<file path="src/rtl/seq_divider.sv">
// Multi-cycle restoring divider for DIV/DIVU/REM/REMU with a valid/ready request and result handshake.
// Optional macro SEQ_DIVIDER_EARLY_OUT_EN: divide-by-zero and signed overflow bypass the iteration.
module seq_divider #(
    parameter int N = 32
) (
    input  logic         clk,
    input  logic         rst,
    input  logic         in_valid,
    output logic         in_ready,
    input  logic [1:0]   op,
    input  logic [N-1:0] a,
    input  logic [N-1:0] b,
    output logic         out_valid,
    input  logic         out_ready,
    output logic [N-1:0] result,
    output logic         busy,
    output logic [2:0]   o_dbg_state
);

    // Handshake: a request transfers on a rising edge with in_valid && in_ready,
    // a result transfers on a rising edge with out_valid && out_ready; once raised,
    // out_valid and result hold until that transfer completes.

    localparam int CW = $clog2(N);
    localparam logic [N-1:0] MIN_NEG = {1'b1, {(N-1){1'b0}}};

    typedef enum logic [2:0] {
        S_IDLE = 3'd0,
        S_PREP = 3'd1,
        S_ITER = 3'd2,
        S_FIX  = 3'd3,
        S_DONE = 3'd4
    } state_t;

    state_t         r_state;
    state_t         w_next;
    logic [1:0]     r_op;
    logic [N-1:0]   r_a;
    logic [N-1:0]   r_b;
    logic [N-1:0]   r_dvs;
    logic [N-1:0]   r_rem;
    logic [N-1:0]   r_quo;
    logic           r_qneg;
    logic           r_rneg;
    logic [CW-1:0]  r_cnt;
    logic [N-1:0]   r_result;
    logic [N:0]     w_part;
    logic [N:0]     w_trial;
    logic           w_signed;
    logic           w_early;

    // op[0]=0 selects the signed forms, op[1]=1 selects the remainder
    assign w_signed = ~r_op[0];
    assign w_part   = {r_rem, r_quo[N-1]};
    assign w_trial  = w_part - {1'b0, r_dvs};

`ifdef SEQ_DIVIDER_EARLY_OUT_EN
    logic         w_in_bzero;
    logic         w_in_ovf;
    logic [N-1:0] w_early_res;

    assign w_in_bzero  = (b == '0);
    assign w_in_ovf    = ~op[0] && (a == MIN_NEG) && (b == '1);
    assign w_early     = w_in_bzero || w_in_ovf;
    assign w_early_res = op[1] ? (w_in_bzero ? a : '0)
                               : (w_in_bzero ? '1 : MIN_NEG);
`else
    assign w_early = 1'b0;
`endif

    always_ff @(posedge clk or posedge rst) begin
        if (rst) begin
            r_state <= S_IDLE;
        end else begin
            r_state <= w_next;
        end
    end

    always_comb begin
        w_next = r_state;
        case (r_state)
            S_IDLE: begin
                if (in_valid) begin
                    w_next = w_early ? S_DONE : S_PREP;
                end
            end
            S_PREP: w_next = S_ITER;
            S_ITER: begin
                if (r_cnt == '0) begin
                    w_next = S_FIX;
                end
            end
            S_FIX:  w_next = S_DONE;
            S_DONE: begin
                if (out_ready) begin
                    w_next = S_IDLE;
                end
            end
            default: w_next = S_IDLE;
        endcase
    end

    always_ff @(posedge clk or posedge rst) begin
        if (rst) begin
            r_op     <= '0;
            r_a      <= '0;
            r_b      <= '0;
            r_dvs    <= '0;
            r_rem    <= '0;
            r_quo    <= '0;
            r_qneg   <= 1'b0;
            r_rneg   <= 1'b0;
            r_cnt    <= '0;
            r_result <= '0;
        end else begin
            case (r_state)
                S_IDLE: begin
                    if (in_valid) begin
                        r_op <= op;
                        r_a  <= a;
                        r_b  <= b;
`ifdef SEQ_DIVIDER_EARLY_OUT_EN
                        if (w_early) begin
                            r_result <= w_early_res;
                        end
`endif
                    end
                end
                S_PREP: begin
                    r_quo  <= (w_signed && r_a[N-1]) ? -r_a : r_a;
                    r_dvs  <= (w_signed && r_b[N-1]) ? -r_b : r_b;
                    r_rem  <= '0;
                    r_qneg <= w_signed && (r_a[N-1] ^ r_b[N-1]);
                    r_rneg <= w_signed && r_a[N-1];
                    r_cnt  <= CW'(N - 1);
                end
                S_ITER: begin
                    // A negative trial keeps the shifted partial remainder (restore)
                    r_rem <= w_trial[N] ? w_part[N-1:0] : w_trial[N-1:0];
                    r_quo <= {r_quo[N-2:0], ~w_trial[N]};
                    r_cnt <= r_cnt - CW'(1);
                end
                S_FIX: begin
                    if (r_b == '0) begin
                        r_result <= r_op[1] ? r_a : '1;
                    end else if (r_op[1]) begin
                        r_result <= r_rneg ? -r_rem : r_rem;
                    end else begin
                        r_result <= r_qneg ? -r_quo : r_quo;
                    end
                end
                default: begin
                end
            endcase
        end
    end

    assign in_ready    = (r_state == S_IDLE);
    assign busy        = (r_state != S_IDLE);
    assign out_valid   = (r_state == S_DONE);
    assign result      = r_result;
    assign o_dbg_state = r_state;

endmodule

</file>
<file path="config.mk">
export PLATFORM = sky130hd
export DESIGN_NAME = seq_divider
export DESIGN_NICKNAME = d
export VERILOG_FILES = /design/src/rtl/seq_divider.sv
export SDC_FILE = /design/constraint.sdc
export NUM_CORES = 1
export LEC_CHECK = 0
export CAP_MARGIN = 20
export CORE_ASPECT_RATIO = 0.9
export CORE_MARGIN = 2
export CORE_UTILIZATION = 59
export CTS_CLUSTER_SIZE = 25
export DETAILED_ROUTE_END_ITERATION = 16
export PLACE_DENSITY = 0.89
export REMOVE_ABC_BUFFERS = 1
export SLEW_MARGIN = 20
export SYNTH_ARGS = -nofsm -noshare
export SYNTH_HDL_FRONTEND = slang
export SYNTH_SLANG_ARGS = --single-unit
</file>
<file path="constraint.sdc">
create_clock -name clk -period 7.2 [get_ports clk]
set_input_delay 1.08 -clock clk [delete_from_list [all_inputs] [get_ports clk]]
set_output_delay 1.08 -clock clk [all_outputs]
set_load 0.03 [all_outputs]
</file>
Word-level counts from Yosys, hierarchy flattened

Cells that the tools add are included.

Latch bits: 0
Memory bits (read-only): 0
Memory bits (writable): 0
Input port bits: 70
Memories kept: 0
Word-level logic and storage cells: 52
Register bits: 204

Add/subtract/negate cells: 6
Shift-type cells: 0
Multiplexer cells: 15
Bitwise gates (word level): 3
Multipliers: 0
Reduce and logical (&&, ||, !) cells: 10
Div/mod/pow operators: 0
Eq/ne operators: 7
Magnitude comparators: 0

Operators with widths:

| cell                | count |
|---|---|
| $mux 32             | 8 |
| $neg 32->32         | 4 |
| $pmux 32 s2         | 2 |
| $sub 33x32->33      | 1 |
| $logic_not 32->1    | 1 |
| $pmux 3 s5          | 1 |
| $pmux 5 s2          | 1 |
| $mux 3              | 3 |
| $eq 3x2->1 const B  | 2 |
| $logic_not 5->1     | 1 |
| $sub 5x1->5 const B | 1 |
| $ne 2x2->1 const B  | 2 |
| $eq 3x1->1 const B  | 1 |
| $eq 3x3->1 const B  | 1 |
| $logic_and 1x1->1   | 3 |
| $logic_not 3->1     | 1 |
| $reduce_and 3->1    | 1 |
| $reduce_bool 3->1   | 1 |
| $ne 2x1->1 const B  | 1 |
| $not 1->1           | 2 |
| $reduce_and 2->1    | 1 |
| $reduce_bool 2->1   | 1 |
| $xor 1x1->1         | 1 |

Longest topological paths before layout

Gate-level depths: netlist of the first run.

Word-level depth: 4
Depth in mapped cells: 14
Depth with buffers taken out: 12

Worst setup path before layout of the first run

OpenSTA, ideal clock, no wires.

Kind: reg2reg
Start point: register r_quo[31]
End point: register r_rem[0]
Arrival: 3.020 ns
Buffers on the path: 2
Period minus slack after synthesis: 3.150 ns
Cell stages (with the launch flop): 15
Required time: 7.070 ns
Slack: 4.050 ns
Path through: dfrtp_1 -> inv_1 -> ha_1 -> fa_1 -> nand2b_1 -> a21oi_1 -> o41ai_1 -> a21oi_1 -> a21oi_1 -> o211ai_1 -> buf_2 -> clkbuf_1 -> nand2_1 -> o211ai_1 -> o21ai_0

Cells in the longest elaborated chain, start to end: 3

Ends and longest elaborated chain:

| what                     | RTL line | text |
|---|---|---|
| start: declaration       | 42       | `logic [N-1:0] r_quo;` |
| start signal: assignment | 130      | `r_quo <= (w_signed && r_a[N-1]) ? -r_a : r_a;` |
| start signal: assignment | 140      | `r_quo <= {r_quo[N-2:0], ~w_trial[N]};` |
| $sub 33x32->33           | 55       | `assign w_trial = w_part - {1'b0, r_dvs};` |
| $mux 32 *                | 139      | `r_rem <= w_trial[N] ? w_part[N-1:0] : w_trial[N-1:0];` |
| $pmux 32 s2 *            | 116      | `case (r_state)` |
| end signal: assignment   | 139      |  |
| end: declaration         | 41       | `logic [N-1:0] r_rem;` |

Every way passes the cells marked *; elsewhere a longest branch is shown, timed or not.
A chain may end at the register's enable or synchronous reset.

Worst setup path in the final report of the first run

Start point: register r_quo[31]
End point: register r_rem[27]

Cells in the longest elaborated chain, start to end: 3

Ends and longest elaborated chain:

| what           | RTL line |
|---|---|
| $sub 33x32->33 | 55 |
| $mux 32        | 139 |
| $pmux 32 s2    | 116 |

No other way between the ends.

==> metrics, run 1 <==
ys flop type=dfrtp_1; synth top area cells=dfrtp_1 (39%), o21ai_0 (6.4%), mux2_2 (5.3%); GPL Wtd Cong=0.964; layout cells sized above 1=8.98%; Final ANT Viol Nets=0; Hold Buf Count CTS=0; synthesized area=12900 sq um; worst path arrival time=4840 ps; M3 GR Usage=5.10%; routed wire length=33500 um; unrepaired setup endpoints after global routing=no; Crit path max-delay family=compound AO/OA/AOI/OAI gates; Peak supply drop=0.000500 V; leading area contributor after synthesis=dfrtp_1; Crit. End Element=register; Yosys warnings=0; Worst Path Max Fanout=30; clock latency on the worst-skew pair=510 ps; Boundary Pins=108; Sink Count=204; fin crit share=61.4%; CORE AREA=21600 sq um; CTS Buffer Depth=3; Gate Count Post-Synth=1424; Row Count=51; wire per inst=18.6 um; largest net degree at the start of global routing=147; Synth top cells by count=dfrtp_1 (204), o21ai_0 (165), nand2_1 (158), xnor2_1 (74), xor2_1 (70); skew final=7.21 ps; GR Util met2=47.8%; clock root cell=clkbuf_16; fin crit period=4420 ps; number of synthesized flops with an enable pin=0; gr busiest metal=met2; Pleak=0.00643 uW; count of final setup violators=0; NetSw=3930 uW; Clock power frac=13.8%; Crit path buffers/inverters=2; DRC Markers=0; Initial DRC Count=1230; antenna diode count=0; Layout area overhead=15.5%; slowest stage delay, CP=890 ps; Highest Clock Rate=226 MHz; initial antenna violation count=0; hold slack=478 ps; Int Power=4450 uW; Synth Area per Inst=9.08 sq um; Slew @ Worst Pin=1050 ps; post-synth top area share=39.5%; CP required=7620 ps; die width=160 um; buffers added on ports=107; postcts setup bufs=0; count leader, synth=dfrtp_1; Min-Delay Path Class=register to register; via count=11400; sequential fraction of the synthesis area=39.5%; outcome=complete, no violations; type of the worst setup path=register to register; Switching Share=46.9%; all-layer global routing usage=28.9%; Die Y-Extent=144 um; first-pass GRT wire length=54800 um; CP most frequent cell=a21oi_1; Max Cap Viol=0; slew margin rel.=29.7%; Initial Util=60.0%; Yosys reg bits=204; Netlist cell types=66; crit path max-delay cell type=o211ai_1; post-detail-place hpwl=22800 um; Critical Path, Cell by Cell=inv_1 -> ha_1 -> fa_1 -> nand2b_1 -> a21oi_1 -> o41ai_1 -> a21oi_1 -> a21oi_1 -> o211ai_1 -> buf_4 -> nand2_1 -> o21ai_0; setup TNS=0 ps; DR vias/cell=6.33; vias in the first global route=10900; total die area=23100 sq um; startpoint type of the worst setup path=register; asr flop ratio synth=100%; # resized after CTS=0; Flop pwr share=28.7%; Power per Cell Area=561 nW/um^2; grt met1 use=39.0%; CTS tree=yes; number of hold violations in the final report=0; Clock Pin Slew Worst Setup and Hold Paths=60 ps; total CTS buffers=23; Overflow after GRT=0; combinational share of power=57.6%; Nets=1601; first drt pass iteration count=8; H-Tree Depth=1; fin. max-slew vios=0
-- area by class of cell --
| type | count | area, sq um |
|---|---|---|
| multi-input combinational | 1082 | 7320 |
| tap | 291 | 364 |
| inverter | 61 | 241 |
| timing repair buffer | 120 | 1170 |
| sequential | 204 | 5100 |
| fill | 1693 | 6640 |
| clock buffer | 32 | 679 |
| clock inverter | 5 | 55.1 |
-- worst register-to-register path, delay by kind of cell, from the launching register on --
family / cells / cell delay [ps]
compound gates: 6 / 2280
fa+ha+maj: 2 / 630
buf+inv: 2 / 620
simple gates: 2 / 420
flops: 1 / 390
-- path summary, 6_finish.rpt --
check,start,endpoint,slack (ps),cells after the start
max,r_quo[31],r_rem[27],2780,12
min,result[5],result[5],480,1
max reg2reg,r_quo[31],r_rem[27],2780,12
min reg2reg,result[5],result[5],480,1
max in group asynchronous,rst,r_rem[1],4780,3
min in group asynchronous,rst,r_b[2],1100,2
-- state kept, by name, summed over array words and instances, names as in the netlist --
register and cells:
r_rneg 1, r_op 2, r_a 32, r_b 32, r_qneg 1, r_dvs 32, r_cnt 5, r_quo 32
r_rem 32, result 32, o_dbg_state 3
-- power by group through the flow --
stage	Sequential (uW)	Clock (uW)	Combinational [uW]
after floorplan	2380	0	3430
after global placement	2360	0	4600
after detailed placement	2390	0	4720
after CTS	2370	1160	4770
after global routing	2480	1210	5300
final	2400	1150	4820
-- per-layer routing --
| layer | part of all wire, % | vias to the layer above |
|---|---|---|
| met5 | 0 | - |
| met4 | 2.6 | 0 |
| met3 | 8.5 | 79 |
| met2 | 47 | 548 |
| met1 | 42 | 5460 |
| li1 | - | 5273 |
-- layout by cell type (no fill, tap or decap), drive strengths merged, types with 7 or more instances in the layout --
cell,instances
dfrtp,204
o21ai,185
nand2,159
clkdlybuf4s50,107
xnor2,74
xor2,70
a21oi,65
nor2,62
mux2,61
inv,60
a21o,39
ha,38
clkbuf,32
a22oi,31
mux2i,27
o31ai,25
nor3,24
a221oi,21
o41ai,18
or3,17
nor4,16
nand3,14
or4,14
buf,13
nor2b,11
nand2b,10
a211oi,8
a31oi,8
o211ai,8
or2,7
o21a,7
-- logic make-up after synthesis --
| logic type | share of synthesized area (%) |
|---|---|
| buffers and inverters | 4.16 |
| XOR/XNOR | 9.75 |
| adder cells (fa/ha/maj) | 3.83 |
| multiplexers | 7.40 |
| AND/OR/NAND/NOR | 13.5 |
| AO/OA/AOI/OAI | 21.8 |
| flip-flops | 39.5 |
-- metrics by stage --
step / std cells / cell area, sq um / util (%) / power, uW / worst slack [ps]
2_1_floorplan: 1347 / 12600 / - / 5810 / 553
3_3_place_gp: 1758 / 14200 / 65.8 / 6960 / 3190
3_5_place_dp: 1758 / 14200 / 65.8 / 7100 / 2990
4_1_cts: 1795 / 14900 / 69.2 / 8300 / 2950
5_1_grt: 1795 / 14900 / 69.2 / 8990 / 2580
6_report: 1795 / 14900 / 69.2 / 8380 / 2780
Note: power is estimated with default switching activity, not from simulation.
==> run 2: changes to the inputs <==
--- a/config.mk
+++ b/config.mk
@@ -8,10 +8,10 @@
 export CAP_MARGIN = 20
 export CORE_ASPECT_RATIO = 0.9
 export CORE_MARGIN = 2
-export CORE_UTILIZATION = 59
+export CORE_UTILIZATION = 54
 export CTS_CLUSTER_SIZE = 25
 export DETAILED_ROUTE_END_ITERATION = 16
-export PLACE_DENSITY = 0.89
+export PLACE_DENSITY = 0.86
 export REMOVE_ABC_BUFFERS = 1
 export SLEW_MARGIN = 20
 export SYNTH_ARGS = -nofsm -noshare
==> constraint.sdc (replaced) <==
create_clock -name clk -period 3.7 [get_ports clk]
set_input_delay 0.555 -clock clk [delete_from_list [all_inputs] [get_ports clk]]
set_output_delay 0.555 -clock clk [all_outputs]
set_load 0.03 [all_outputs]
==> run 2 against run 1 <==
Against the previous run: clock-buffer cell count rose by 6; die area is 9.0% higher; non-clock buffer count increased by 20; combinational power up 100%; wire length is 3.8% higher; fmax is 25% higher; sequential power is 96% higher; via count is 1.1% higher; setup slack worse by 2600 ps; cell count increased by 2.0%; register-to-register slack worse by 2600 ps; worst hold slack improved by 0.67 ps.
==> metrics, run 2 (same netlist as run 1, synthesis figures left out) <==
Post-DP Area=14400 sq um (+1.5%); total CTS buffers=23 (unchanged); Layout area overhead=17.5%; post-detail-place hpwl=24200 um (+6.3%); first drt pass iteration count=6 (-2); antenna diode count=0 (unchanged); fin crit period=3530 ps (-892 ps); setup TNS=0 ps (unchanged); Worst Path Max Fanout=48 (+60%); Peak supply drop=0.00120 V (+140%); CTS Buffer Depth=3 (unchanged); count of final setup violators=0 (unchanged); Die Y-Extent=151 um (+4.4%); worst path arrival time=4000 ps (-840 ps); Clock Pin Slew Worst Setup and Hold Paths=60 ps (about the same); Crit Reg-Reg Startpoint=r_b[10]; clock root cell=clkbuf_16; buffers added on ports=107 (unchanged); Final Non-Filler Cells=1831 (+2.0%); CORE AREA=23400 sq um (+8.5%); Slew @ Worst Pin=1110 ps (+55.1 ps); GPL Wtd Cong=0.966 (+0.23%); die width=167 um (+4.4%); total die area=25200 sq um (+9.0%); crit path max-delay cell type=or3_4; Overflow after GRT=0 (unchanged); skew final=27.2 ps (+20.0 ps); Boundary Pins=108 (unchanged); most frequent cells in the layout=dfrtp_1 (204), o21ai_0 (165), nand2_1 (158); fin. max-slew vios=0 (unchanged); unrepaired setup endpoints after global routing=no; Crit path buffers/inverters=0 (-2); Nets=1621 (+1.2%); Row Count=53 (+3.9%); Critical Path, Cell by Cell=or4_1 -> or4_4 -> nor4_4 -> nand2_2 -> or3_4 -> nand2_1 -> o21ai_1 -> a221oi_1 -> a21o_1; Sink Count=204 (unchanged); slowest stage delay, CP=650 ps (-240 ps); commonest non-fill, non-tap cell in the layout=dfrtp_1; slew margin rel.=26.2% (-3.5 points); DP Cell Count=1789 (+1.8%); Register Area=5100 sq um (unchanged); outcome=complete, no violations; all-layer global routing usage=27.2% (-1.7 points); Max Cap Viol=0 (unchanged); layout cells sized above 1=10.3% (+1.3 points); H-Tree Depth=1 (unchanged); via count=11500 (+1.1%); wire per inst=19.0 um (+1.7%); fillers=1860 (+9.9%); Reg2Reg Setup Slack=170 ps (-2610 ps); type of the worst setup path=register to register; first-pass GRT wire length=56200 um (+2.6%); Power per Cell Area=1100 nW/um^2 (+96%); CP required=4160 ps (-3460 ps); utilization after layout=64.9% (-4.3 points); largest net degree at the start of global routing=110 (-25%); CP startpoint=r_b[10]; worst reg2reg endpoint=result[24]; DRC Markers=0 (unchanged); Pleak=0.00658 uW (+2.4%); Final ANT Viol Nets=0 (unchanged); WHS Path Cells=2 (+1); CTS tree=yes; DR vias/cell=6.28 (-0.84%); Crit path depth=9 (-3); Min-Delay Path Class=register to register; clock latency on the worst-skew pair=530 ps (+20 ps); Design Area, Final=15200 sq um (+1.8%); Initial Util=55.2% (-4.7 points); startpoint type of the worst setup path=register; Crit path max-delay family=simple AND/OR/NAND/NOR gates; worst hold start=r_dvs[22]; initial antenna violation count=0 (unchanged); number of hold violations in the final report=0 (unchanged); vias in the first global route=11200 (+2.3%); FF-to-FF path depth=9 (-3); hold path endpoint=r_dvs[22]; fin crit share=95.4% (+34 points); Multi-input gate area=7320 sq um (unchanged); Initial DRC Count=1046 (-15%); Highest Clock Rate=283 MHz (+25%); Crit. End Element=register; routed wire length=34700 um (+3.8%)
[run 2: cell count changes in the layout (fill, tap and decap cells not counted), sizes merged]
cell / previous run / this run
clkinv: 3 / 2
clkbuf: 32 / 38
buf: 13 / 33
clkinvlp: 2 / 0
inv: 60 / 62
[run 2: what timing repair did]
item                                    CTS  global route
hold buffers                              0             0
resized for setup                         0             1
buffers inserted                          0             0
endpoints found under the setup margin    0             8
[run 2: worst register-to-register path: cells and delay by family (launching register included)]
kind | cells | cell delay (ps)
compound gates | 3 | 560
flops | 1 | 430
simple gates | 6 | 2500
[run 2: how the worst max path moves through the flow]
| stage | to |
|---|---|
| 3_5_place_dp | result[24] |
| 6_report | result[24] |
| 2_1_floorplan | o_dbg_state[0] |
| 3_3_place_gp | result[24] |
| 5_1_grt | r_rem[14] |
| 4_1_cts | result[15] |
[run 2: stage by stage]
stage	power [uW]	worst slack [ps]	hold slack (ps)
final	16700	169	479
after floorplan	11200	-2420	450
after global placement	13700	269	464
after CTS	16500	155	479
after detailed placement	14100	203	466
after global routing	17900	18.3	490
[run 2: power by group]
| group | internal [uW] | total, uW | switching, uW | leakage [uW] |
|---|---|---|---|---|
| registers | 3280 | 4700 | 1420 | 0.00252 |
| logic | 4220 | 9640 | 5420 | 0.00367 |
| clock network | 1430 | 2360 | 926 | 0.000394 |
[run 2: layout make-up]
| type | count | area share [%] |
|---|---|---|
| sequential | 204 | 33.6 |
| clock buffer | 38 | 4.88 |
| inverter | 61 | 1.56 |
| multi-input combinational | 1082 | 48.2 |
| tap | 302 | 2.49 |
| clock inverter | 4 | 0.321 |
| timing repair buffer | 140 | 9.01 |
[run 2: routing by layer]
metal,vias up,GRT usage [%],part of all wire (%)
met3,99,5.62,8.7
met1,5506,36.2,41
met5,-,0.791,0
met2,570,44.7,47
met4,0,8.92,3.2
li1,5315,-,-
==> run 3: changes to the inputs <==
--- a/config.mk
+++ b/config.mk
@@ -11,7 +11,7 @@
 export CORE_UTILIZATION = 54
 export CTS_CLUSTER_SIZE = 25
 export DETAILED_ROUTE_END_ITERATION = 16
-export PLACE_DENSITY = 0.86
+export PLACE_DENSITY_LB_ADDON = 0.1
 export REMOVE_ABC_BUFFERS = 1
 export SLEW_MARGIN = 20
 export SYNTH_ARGS = -nofsm -noshare
==> run 3 against run 2 <==
Against the previous run: clock power fell by 4%; die area did not move; worst hold slack got worse by 4.9 ps; critical path type unchanged; first-iteration DRC count fell by 16%; total power fell by 1.0%; non-clock buffer count rose by 3; setup slack improved by 38 ps; sequential cell count did not move; largest power group unchanged; via count fell by 2.6%; critical endpoint unchanged; clock-buffer cell count fell by 3; design area fell by 0.15%.
==> metrics, run 3 (same netlist as run 1, synthesis figures left out) <==
outcome=complete, no violations; Nets=1625 (+0.25%); WHS Path Cells=1 (-1); antenna diode count=0 (unchanged); CORE AREA=23400 sq um (unchanged); vias in the first global route=10700 (-3.8%); first-pass GRT wire length=56200 um (about the same); fillers=1993 (+7.2%); worst path arrival time=3900 ps (-100 ps); Switching Share=46.2% (-0.25 points); initial antenna violation count=0 (unchanged); CTS tree=yes; fin crit share=94.4% (-1.0 points); slowest stage delay, CP=570 ps (-80 ps); clock latency on the worst-skew pair=520 ps (about the same); Highest Clock Rate=286 MHz (+1.1%); total die area=25200 sq um (unchanged); all-layer global routing usage=27.4% (+0.20 points); Clock Pin Slew Worst Setup and Hold Paths=60 ps (about the same); slew margin rel.=33.2% (+7.1 points); CP required=4110 ps (-50 ps); post-detail-place hpwl=23800 um (-1.6%); largest net degree at the start of global routing=100 (-9.1%); Max Cap Viol=0 (unchanged); # resized after CTS=0 (unchanged); skew final=14.3 ps (-12.8 ps); total CTS buffers=24 (+4.3%); Power per Cell Area=1090 nW/um^2 (-0.85%); unrepaired setup endpoints after global routing=no; Boundary Pins=108 (unchanged); Slew @ Worst Pin=1000 ps (-104 ps); Critical Path, Cell by Cell=inv_1 -> ha_1 -> or3b_2 -> or4_1 -> or4b_4 -> o21ai_0 -> xor2_1 -> nand2_1 -> o21ai_1 -> a221oi_1 -> a21o_1; Crit. End Element=register; H-Tree Depth=1 (unchanged); hold slack=474 ps (-4.89 ps); Row Count=53 (unchanged); Final Non-Filler Cells=1833 (+0.11%); Flop pwr share=28.2% (about the same); NetSw=7640 uW (-1.5%); combinational share of power=58.1% (+0.4 points); postcts setup bufs=0 (unchanged); number of hold violations in the final report=0 (unchanged); Multi-input gate area=7320 sq um (about the same); first drt pass iteration count=6 (unchanged); fin. max-slew vios=0 (unchanged); Peak supply drop=0.00120 V (+0.19%); FF-to-FF path depth=11 (+2); DRC Markers=0 (unchanged); Sink Count=204 (unchanged); wire per inst=18.8 um (-0.99%); DP Cell Count=1792 (+0.17%); routed wire length=34400 um (-0.88%); Initial Util=55.2% (unchanged); DR vias/cell=6.10 (-2.8%); commonest non-fill, non-tap cell in the layout=dfrtp_1; clock root cell=clkbuf_16; overall power=16500 uW (-1.0%); Int Power=8890 uW (-0.54%); via count=11200 (-2.6%); Register Area=5100 sq um (unchanged); Layout area overhead=17.3%; layout cells sized above 1=10.3% (+0.052 points); Overflow after GRT=0 (unchanged); Final ANT Viol Nets=0 (unchanged); Worst Path Max Fanout=6 (-88%); Pleak=0.00658 uW (about the same); type of the worst setup path=register to register; Initial DRC Count=883 (-16%); Hold Buf Count CTS=0 (unchanged); CTS Buffer Depth=3 (unchanged); Min-Delay Path Class=register to register; Clock power frac=13.7% (-0.4 points); most frequent cells in the layout=dfrtp_1 (204), o21ai_0 (165), nand2_1 (158); buffers added on ports=107 (unchanged); die width=167 um (unchanged); Die Y-Extent=151 um (unchanged); crit path max-delay cell type=or4_1; fin crit period=3490 ps (-38.4 ps); GPL Wtd Cong=0.914 (-5.4%); count of final setup violators=0 (unchanged); startpoint type of the worst setup path=register
-- run 3: changes by cell type in the layout (fill, tap and decap cells not counted), sizes merged --
cell	before	now
bufinv	1	0
clkbuf	38	35
clkinv	2	5
buf	33	36
-- run 3: final timing paths --
check | startpoint | slack, ps | to
worst max-delay path | r_rem[0] | 210 | result[24]
worst min-delay path | result[7] | 470 | result[7]
worst max register to register | r_rem[0] | 210 | result[24]
worst min register to register | result[7] | 470 | result[7]
max in group asynchronous | rst | 2300 | r_a[18]
min in group asynchronous | rst | 580 | r_dvs[4]
-- run 3: through the flow --
stage	utilization, %	setup TNS, ps	setup WS (ps)	instance area (sq um)
2_1_floorplan	-	-626940	-2420	12600
3_3_place_gp	61.6	0	329	14400
3_5_place_dp	61.6	0	278	14400
4_1_cts	64.8	0	258	15200
5_1_grt	64.8	0	1.42	15200
6_report	64.8	0	207	15200
-- run 3: area by class of cell --
class / instances / share of cell area (%)
multi-input cells: 1082 / 48.2
flip-flops and latches: 204 / 33.6
repair buffers: 143 / 9.17
clock buffers: 35 / 4.70
well taps: 302 / 2.49
inverters: 61 / 1.56
clock inverters: 6 / 0.223
-- run 3: power groups by stage --
stage	registers [uW]	logic (uW)	clock network, uW
2_1_floorplan	4630	6620	0
3_3_place_gp	4620	9340	0
3_5_place_dp	4650	9500	0
4_1_cts	4630	9560	2310
5_1_grt	4830	10600	2400
6_report	4660	9600	2270
-- run 3: layer usage --
metal / part of all wire (%) / vias to the layer above / track usage (%)
met4: 2.4 / 0 / 7.54
met2: 46 / 349 / 43.8
met1: 45 / 5462 / 38.5
met3: 6.6 / 63 / 4.99
li1: - / 5312 / -
met5: 0 / - / 0
-- run 3: worst max-delay path, delay by kind of cell (launching register included) --
family / cells / cell delay, ps
xor+xnor: 1 / 240
buf+inv: 1 / 150
simple gates: 4 / 1720
fa+ha+maj: 1 / 170
compound gates: 4 / 650
flops: 1 / 440
